**src/rtl/instr_fetch_unit.sv**
```systemverilog
// Fetch stage: holds the PC, reads instruction memory over a ready handshake and latches the IR.
// Two-state FSM (IDLE/READ) with all outputs registered; a branch arriving mid-read is parked until the read ends.
module instr_fetch_unit #(
  parameter int          ADDR_W   = 9,
  parameter logic [31:0] RESET_PC = 32'h0000_0000,
  parameter int          TIMEOUT  = 16
) (
  input  logic              clk,
  input  logic              reset,
  input  logic              start,
  input  logic              pc_load,
  input  logic [31:0]       pc_load_value,
  input  logic [31:0]       mem_data_in,
  input  logic              mem_ready,
  output logic [ADDR_W-1:0] mem_addr,
  output logic              mem_rd,
  output logic [31:0]       instruction,
  output logic              ir_valid,
  output logic              fetch_err,
  output logic              busy,
  output logic [31:0]       pc
);

  typedef enum logic {IDLE, READ} state_t;

  localparam logic [7:0] COUNT_LAST = 8'(TIMEOUT - 1);

  state_t      state;
  logic [7:0]  count;
  logic        pend_flag;
  logic [31:0] pend_val;
  logic [31:0] pc_done;
  logic [31:0] pc_abort;

  // A branch in the ending cycle beats any older parked branch, which beats the default.
  always_comb begin
    pc_done  = pc + 32'd1;
    pc_abort = pc;
    if (pc_load) begin
      pc_done  = pc_load_value;
      pc_abort = pc_load_value;
    end else if (pend_flag) begin
      pc_done  = pend_val;
      pc_abort = pend_val;
    end
  end

  always_ff @(posedge clk) begin
    if (reset) begin
      state       <= IDLE;
      pc          <= RESET_PC;
      instruction <= 32'd0;
      mem_addr    <= '0;
      mem_rd      <= 1'b0;
      ir_valid    <= 1'b0;
      fetch_err   <= 1'b0;
      busy        <= 1'b0;
      count       <= 8'd0;
      pend_flag   <= 1'b0;
      pend_val    <= 32'd0;
    end else begin
      ir_valid  <= 1'b0;
      fetch_err <= 1'b0;
      case (state)
        IDLE: begin
          if (pc_load) begin
            pc <= pc_load_value;
          end
          if (start) begin
            mem_addr <= pc_load ? pc_load_value[ADDR_W-1:0] : pc[ADDR_W-1:0];
            mem_rd   <= 1'b1;
            count    <= 8'd0;
            busy     <= 1'b1;
            state    <= READ;
          end
        end
        READ: begin
          if (mem_ready) begin
            instruction <= mem_data_in;
            ir_valid    <= 1'b1;
            mem_rd      <= 1'b0;
            busy        <= 1'b0;
            pc          <= pc_done;
            pend_flag   <= 1'b0;
            state       <= IDLE;
          end else if (count == COUNT_LAST) begin
            fetch_err <= 1'b1;
            mem_rd    <= 1'b0;
            busy      <= 1'b0;
            pc        <= pc_abort;
            pend_flag <= 1'b0;
            state     <= IDLE;
          end else begin
            count <= count + 8'd1;
            if (pc_load) begin
              pend_flag <= 1'b1;
              pend_val  <= pc_load_value;
            end
          end
        end
        default: state <= IDLE;
      endcase
    end
  end

endmodule
```
**config.mk**
```make
export PLATFORM = sky130hd
export DESIGN_NAME = instr_fetch_unit
export DESIGN_NICKNAME = d
export VERILOG_FILES = /design/src/rtl/instr_fetch_unit.sv
export SDC_FILE = /design/constraint.sdc
export NUM_CORES = 1
export LEC_CHECK = 0
export CAP_MARGIN = 5
export CORE_MARGIN = 4
export CORE_UTILIZATION = 38
export DETAILED_ROUTE_END_ITERATION = 16
export PLACE_DENSITY = 0.63
export SLEW_MARGIN = 20
export SYNTH_ARGS = -nofsm -noshare
export SYNTH_HDL_FRONTEND = slang
export SYNTH_SLANG_ARGS = --single-unit
```
**constraint.sdc**
```tcl
create_clock -name clk -period 3.1 [get_ports clk]
set_clock_uncertainty 0.15 [all_clocks]
set_input_delay 0.31 -clock clk [delete_from_list [all_inputs] [get_ports clk]]
set_output_delay 0.31 -clock clk [all_outputs]
set_load 0.01 [all_outputs]
```
# Word-level counts from Yosys, hierarchy flattened
# Index checks and enable logic that the tools add are counted.
[classes]
n_addsub = 2
n_eq_ne = 7
muxes = 26
bitwise_logic = 3
n_reduce_logical = 10
[op_table]
columns = ["operator", "count"]
rows = [
  ["$mux 32", 7],
  ["$pmux 32 s2", 1],
  ["$add 32x1->32 const B", 1],
  ["$mux 8", 3],
  ["$pmux 8 s2", 1],
  ["$mux 1", 11],
  ["$mux 9", 1],
  ["$add 8x1->8 const B", 1],
  ["$eq 8x4->1 const B", 1],
  ["$ne 2x2->1 const B", 4],
  ["$reduce_and 2->1", 4],
  ["$reduce_and 3->1", 2],
  ["$ne 4x3->1 const B", 1],
  ["$pmux 1 s2", 2],
  ["$reduce_and 4->1", 1],
  ["$ne 3x2->1 const B", 1],
  ["$not 1->1", 3],
  ["$reduce_bool 3->1", 1],
  ["$reduce_or 3->1", 1],
  ["$reduce_or 2->1", 1],
]
[word_totals]
ff_bits = 118
out_inout_bits = 77
wordCells = 58

# Longest topological paths before layout
[logic_depth]
ltp_word = 5
ltp_mapped = 8
ltp_nobuf = 6

# Worst setup path before layout
# No wires, ideal clock.
[synth_path]
path_type = "register -> register"
from = "register pc[0]"
to = "register pc[22]"
setup_time_ps = 74
arrival_time_ps = 2078
required_ps = 2876
slack_ps = 798
stages_incl_launch_ff = 7
path_buffers = 0
synth_period_minus_slack_ps = 2302
cell_sequence = "dfxtp_1 ha_1 nand4_2 nor3_2 nand3_1 or4b_1 a31oi_1"
[synth_via]
elab_chain_cells = 5
[synth_lines]
columns = ["item", "line", "source"]
rows = [
  ["start, declared", "21", "output logic [31:0] pc"],
  ["start signal, assigned", "67", "pc <= pc_load_value;"],
  ["start signal, assigned", "83", "pc <= pc_done;"],
  ["start signal, assigned", "90", "pc <= pc_abort;"],
  ["$add 32x1->32", "37", "pc_done = pc + 32'd1;"],
  ["$mux 32", "42", "end else if (pend_flag) begin"],
  ["$mux 32", "39", "if (pc_load) begin"],
  ["$mux 32", "78", "if (mem_ready) begin"],
  ["$pmux 32 s2", "64", "case (state)"],
]
# Every way passes these cells.
# A chain may end at the register's enable or synchronous reset.

# Final worst setup path
[layout_path]
from = "register pc[5]"
to = "register pc[29]"
# Same word-level chain as after synthesis.

==> out/metrics.cfg <==
[yosys]
synthAdderAreaFrac_pct=0.430
yosys_register_bits=118
syn-cell-area_sq_mm=0.00582
synth_edf_count=0
yosysWarnings=0
synth-seq-area-share_pct=40.6
synth_top_family_by_area=simple AND/OR/NAND/NOR gates
synthCells=723
synth_xor_xnor_area_share_pct=1.96
ys.flop_type=dfxtp_1
synthArstFlopShare_pct=0
ys_types=60
avgSynthCellArea_sq_um=8.05
synthSimpleGateAreaFrac_pct=25.1
synth_compound_area_share_pct=20.6
synthMuxAreaShare_pct=6.71
synthesis.nets=794

[floorplanning]
dieArea_sq_mm=0.0174
core_area_sq_mm=0.0148
rows=44
io_pins=146
start_util_pct=39.4
die_w_um=132
die_h_um=132

[route]
vias=5883
drt-wirelength-per-cell_um=17.5
drt_wl_total_mm=18.3
vias_per_cell=5.62
first_pass_iters=8
antenna_left=0
drtIter0Drc=498
drc=0

[critical_path]
cp-end-kind=flop
reg2reg_slack_ps=370
ff2ff_path_depth=5
arrival_ps=2920
r2r_start=pc[5]
worstPathRequired_ps=3290
critPathMaxFanout=16
cp-start-kind=flop
path_class=reg -> reg
r2r_end=pc[29]

[power_and_ir_drop]
irDropWorstVdd_mv=0.384
leakagePower_nw=2.92
p_per_area_mw_per_mm2=520

[final_layout]
drive_gt1_share_pct=8.11
final_nets=921
layout_commonest_cell=clkdlybuf4s50_1
diodes=0
layout_common_cells=clkdlybuf4s50_1 (144), dfxtp_1 (118), nand2_1 (99)
area_growth_pct=37.3

[clock_tree]
clk_path_buf_depth=2
htreeDepth=4
cts_resized=0
cts_setup_buffers=0
tritoncts=yes
root_buffer=clkbuf_16
clock_latency_ps=420
cts_buffers=17
cts_hold_buf=0
cts_sinks=118
clk_pin_slew_ps=60

[sta]
period_share_pct=88.2
fin_crit_ps=2730
fmax_mhz=366
setup_ws_ps=365
setup_viol_count_final=0
worstMarginPinSlew_ps=977
max_slew_margin_pct=34.9
rsz0062_at_grt=no
setup_tns_ps=0
hold_violations=0
maxSlewViolCount=0

[placement]
hpwl_mm=12.6
pre_cts_slack_ps=354
io_buffers=145
gp_congestion=0.850

[global_routing]
track_usage_pct=20.9
met3_usage_pct=8.52
grt_pass1_vias=5741
grt_pass1_wl_mm=29.7
grt_max_degree=91
top_usage_layer=met2
gr-total-overflow=0
grt_util_met1_pct=25.9
antenna_found_initial=0
grt_util_met2_pct=33.7

[status]
status=completed

[min_path]
holdCritPathClass=in -> reg
min_from=mem_data_in[17]
hold_path_end=instruction[17]
hold_path_depth=3

[job]
cap_viol_max_count=0

-- per-layer routing --
layer  up-vias  wire [um]
li1       2867          -
met1      2745       7850
met2       244       8500
met3        27       1750
met4         0        244
met5         -          0
-- worst max path at each step --
| stage | start | to | cells after the start |
|---|---|---|---|
| after floorplan | pc[0] | pc[22] | 6 |
| after global placement | mem_ready | pc[28] | 8 |
| after detailed placement | mem_ready | pc[15] | 7 |
| after CTS | pc[5] | pc[29] | 5 |
| after global routing | pc[0] | pc[14] | 6 |
| final | pc[5] | pc[29] | 5 |
-- cell families (layout without fill, tap and decap cells) --
family,Yosys count,count (layout)
AND/OR/NAND/NOR,302,302
AO/OA/AOI/OAI,184,184
flip-flops,118,118
buffers and inverters,65,205
multiplexers,39,39
XOR/XNOR,13,13
adder cells (fa/ha/maj),2,2
-- per-stage QoR --
step	instances	util [%]	power [W]	hold slack [ps]	instance area, sq um
after floorplan	723	-	0.00201	286	5820
after global placement	1015	50.4	0.00234	292	7440
after detailed placement	1015	50.4	0.00235	296	7440
after CTS	1047	54.1	0.00418	274	7980
after global routing	1047	54.1	0.00433	287	7980
final	1047	54.1	0.00415	286	7980
-- synthesized netlist by cell type (3+ instances only) --
library cell | n | share of area [%]
a2111oi_0 | 6 | 0.90
a211oi_1 | 27 | 3.5
a21oi_1 | 56 | 4.8
a22o_1 | 6 | 0.90
a22oi_1 | 3 | 0.39
a311oi_1 | 3 | 0.45
a31o_2 | 5 | 0.75
a31oi_1 | 7 | 0.75
and3_1 | 8 | 0.86
and4_1 | 4 | 0.60
buf_1 | 5 | 0.32
buf_2 | 13 | 1.1
clkbuf_1 | 41 | 2.6
dfxtp_1 | 118 | 41
inv_1 | 4 | 0.26
mux2i_1 | 39 | 6.7
nand2_1 | 99 | 6.4
nand2b_1 | 4 | 0.43
nand3_1 | 21 | 1.8
nand4_1 | 11 | 1.2
nor2_1 | 79 | 5.1
nor2b_1 | 6 | 0.65
nor3_1 | 21 | 1.8
nor3b_1 | 14 | 1.8
nor4_1 | 14 | 1.5
o21a_1 | 3 | 0.39
o21ai_0 | 36 | 3.1
o21bai_1 | 3 | 0.39
o22ai_1 | 3 | 0.32
o31a_1 | 5 | 0.75
o32ai_1 | 7 | 1.1
or3_1 | 3 | 0.32
or4_1 | 4 | 0.52
xnor2_1 | 3 | 0.45
xor2_1 | 10 | 1.5
-- worst max-delay path, cell delays in order, from the launching register on --
cell and delay [ps]:
dfxtp_1 500, nand3_2 280, or4_1 850, or4_1 510
a31oi_1 230, o2bb2ai_1 130
-- state kept, by name (all words and copies together), names as in the netlist --
register,cells
instruction,32
pend_val,32
count,8
pend_flag,1
state,1
pc,32
busy,1
ir_valid,1
fetch_err,1
mem_addr,9
-- cell type report --
| class | count | area, sq um |
|---|---|---|
| Clock buffer | 20 | 437 |
| Inverter | 4 | 15.0 |
| Multi-Input combinational cell | 540 | 3190 |
| Timing Repair Buffer | 169 | 1640 |
| Sequential cell | 118 | 2360 |
| Clock inverter | 12 | 106 |
| Tap cell | 184 | 230 |
| Fill cell | 1360 | 6770 |
-- report_power, final --
part | switching [W] | leakage, nW | total, W | internal (W)
sequential | 0.000100 | 0.964 | 0.00169 | 0.00159
clock | 0.000735 | 0.256 | 0.00183 | 0.00110
combinational | 0.000301 | 1.70 | 0.000625 | 0.000324
Power figures use the tool's default switching activity.
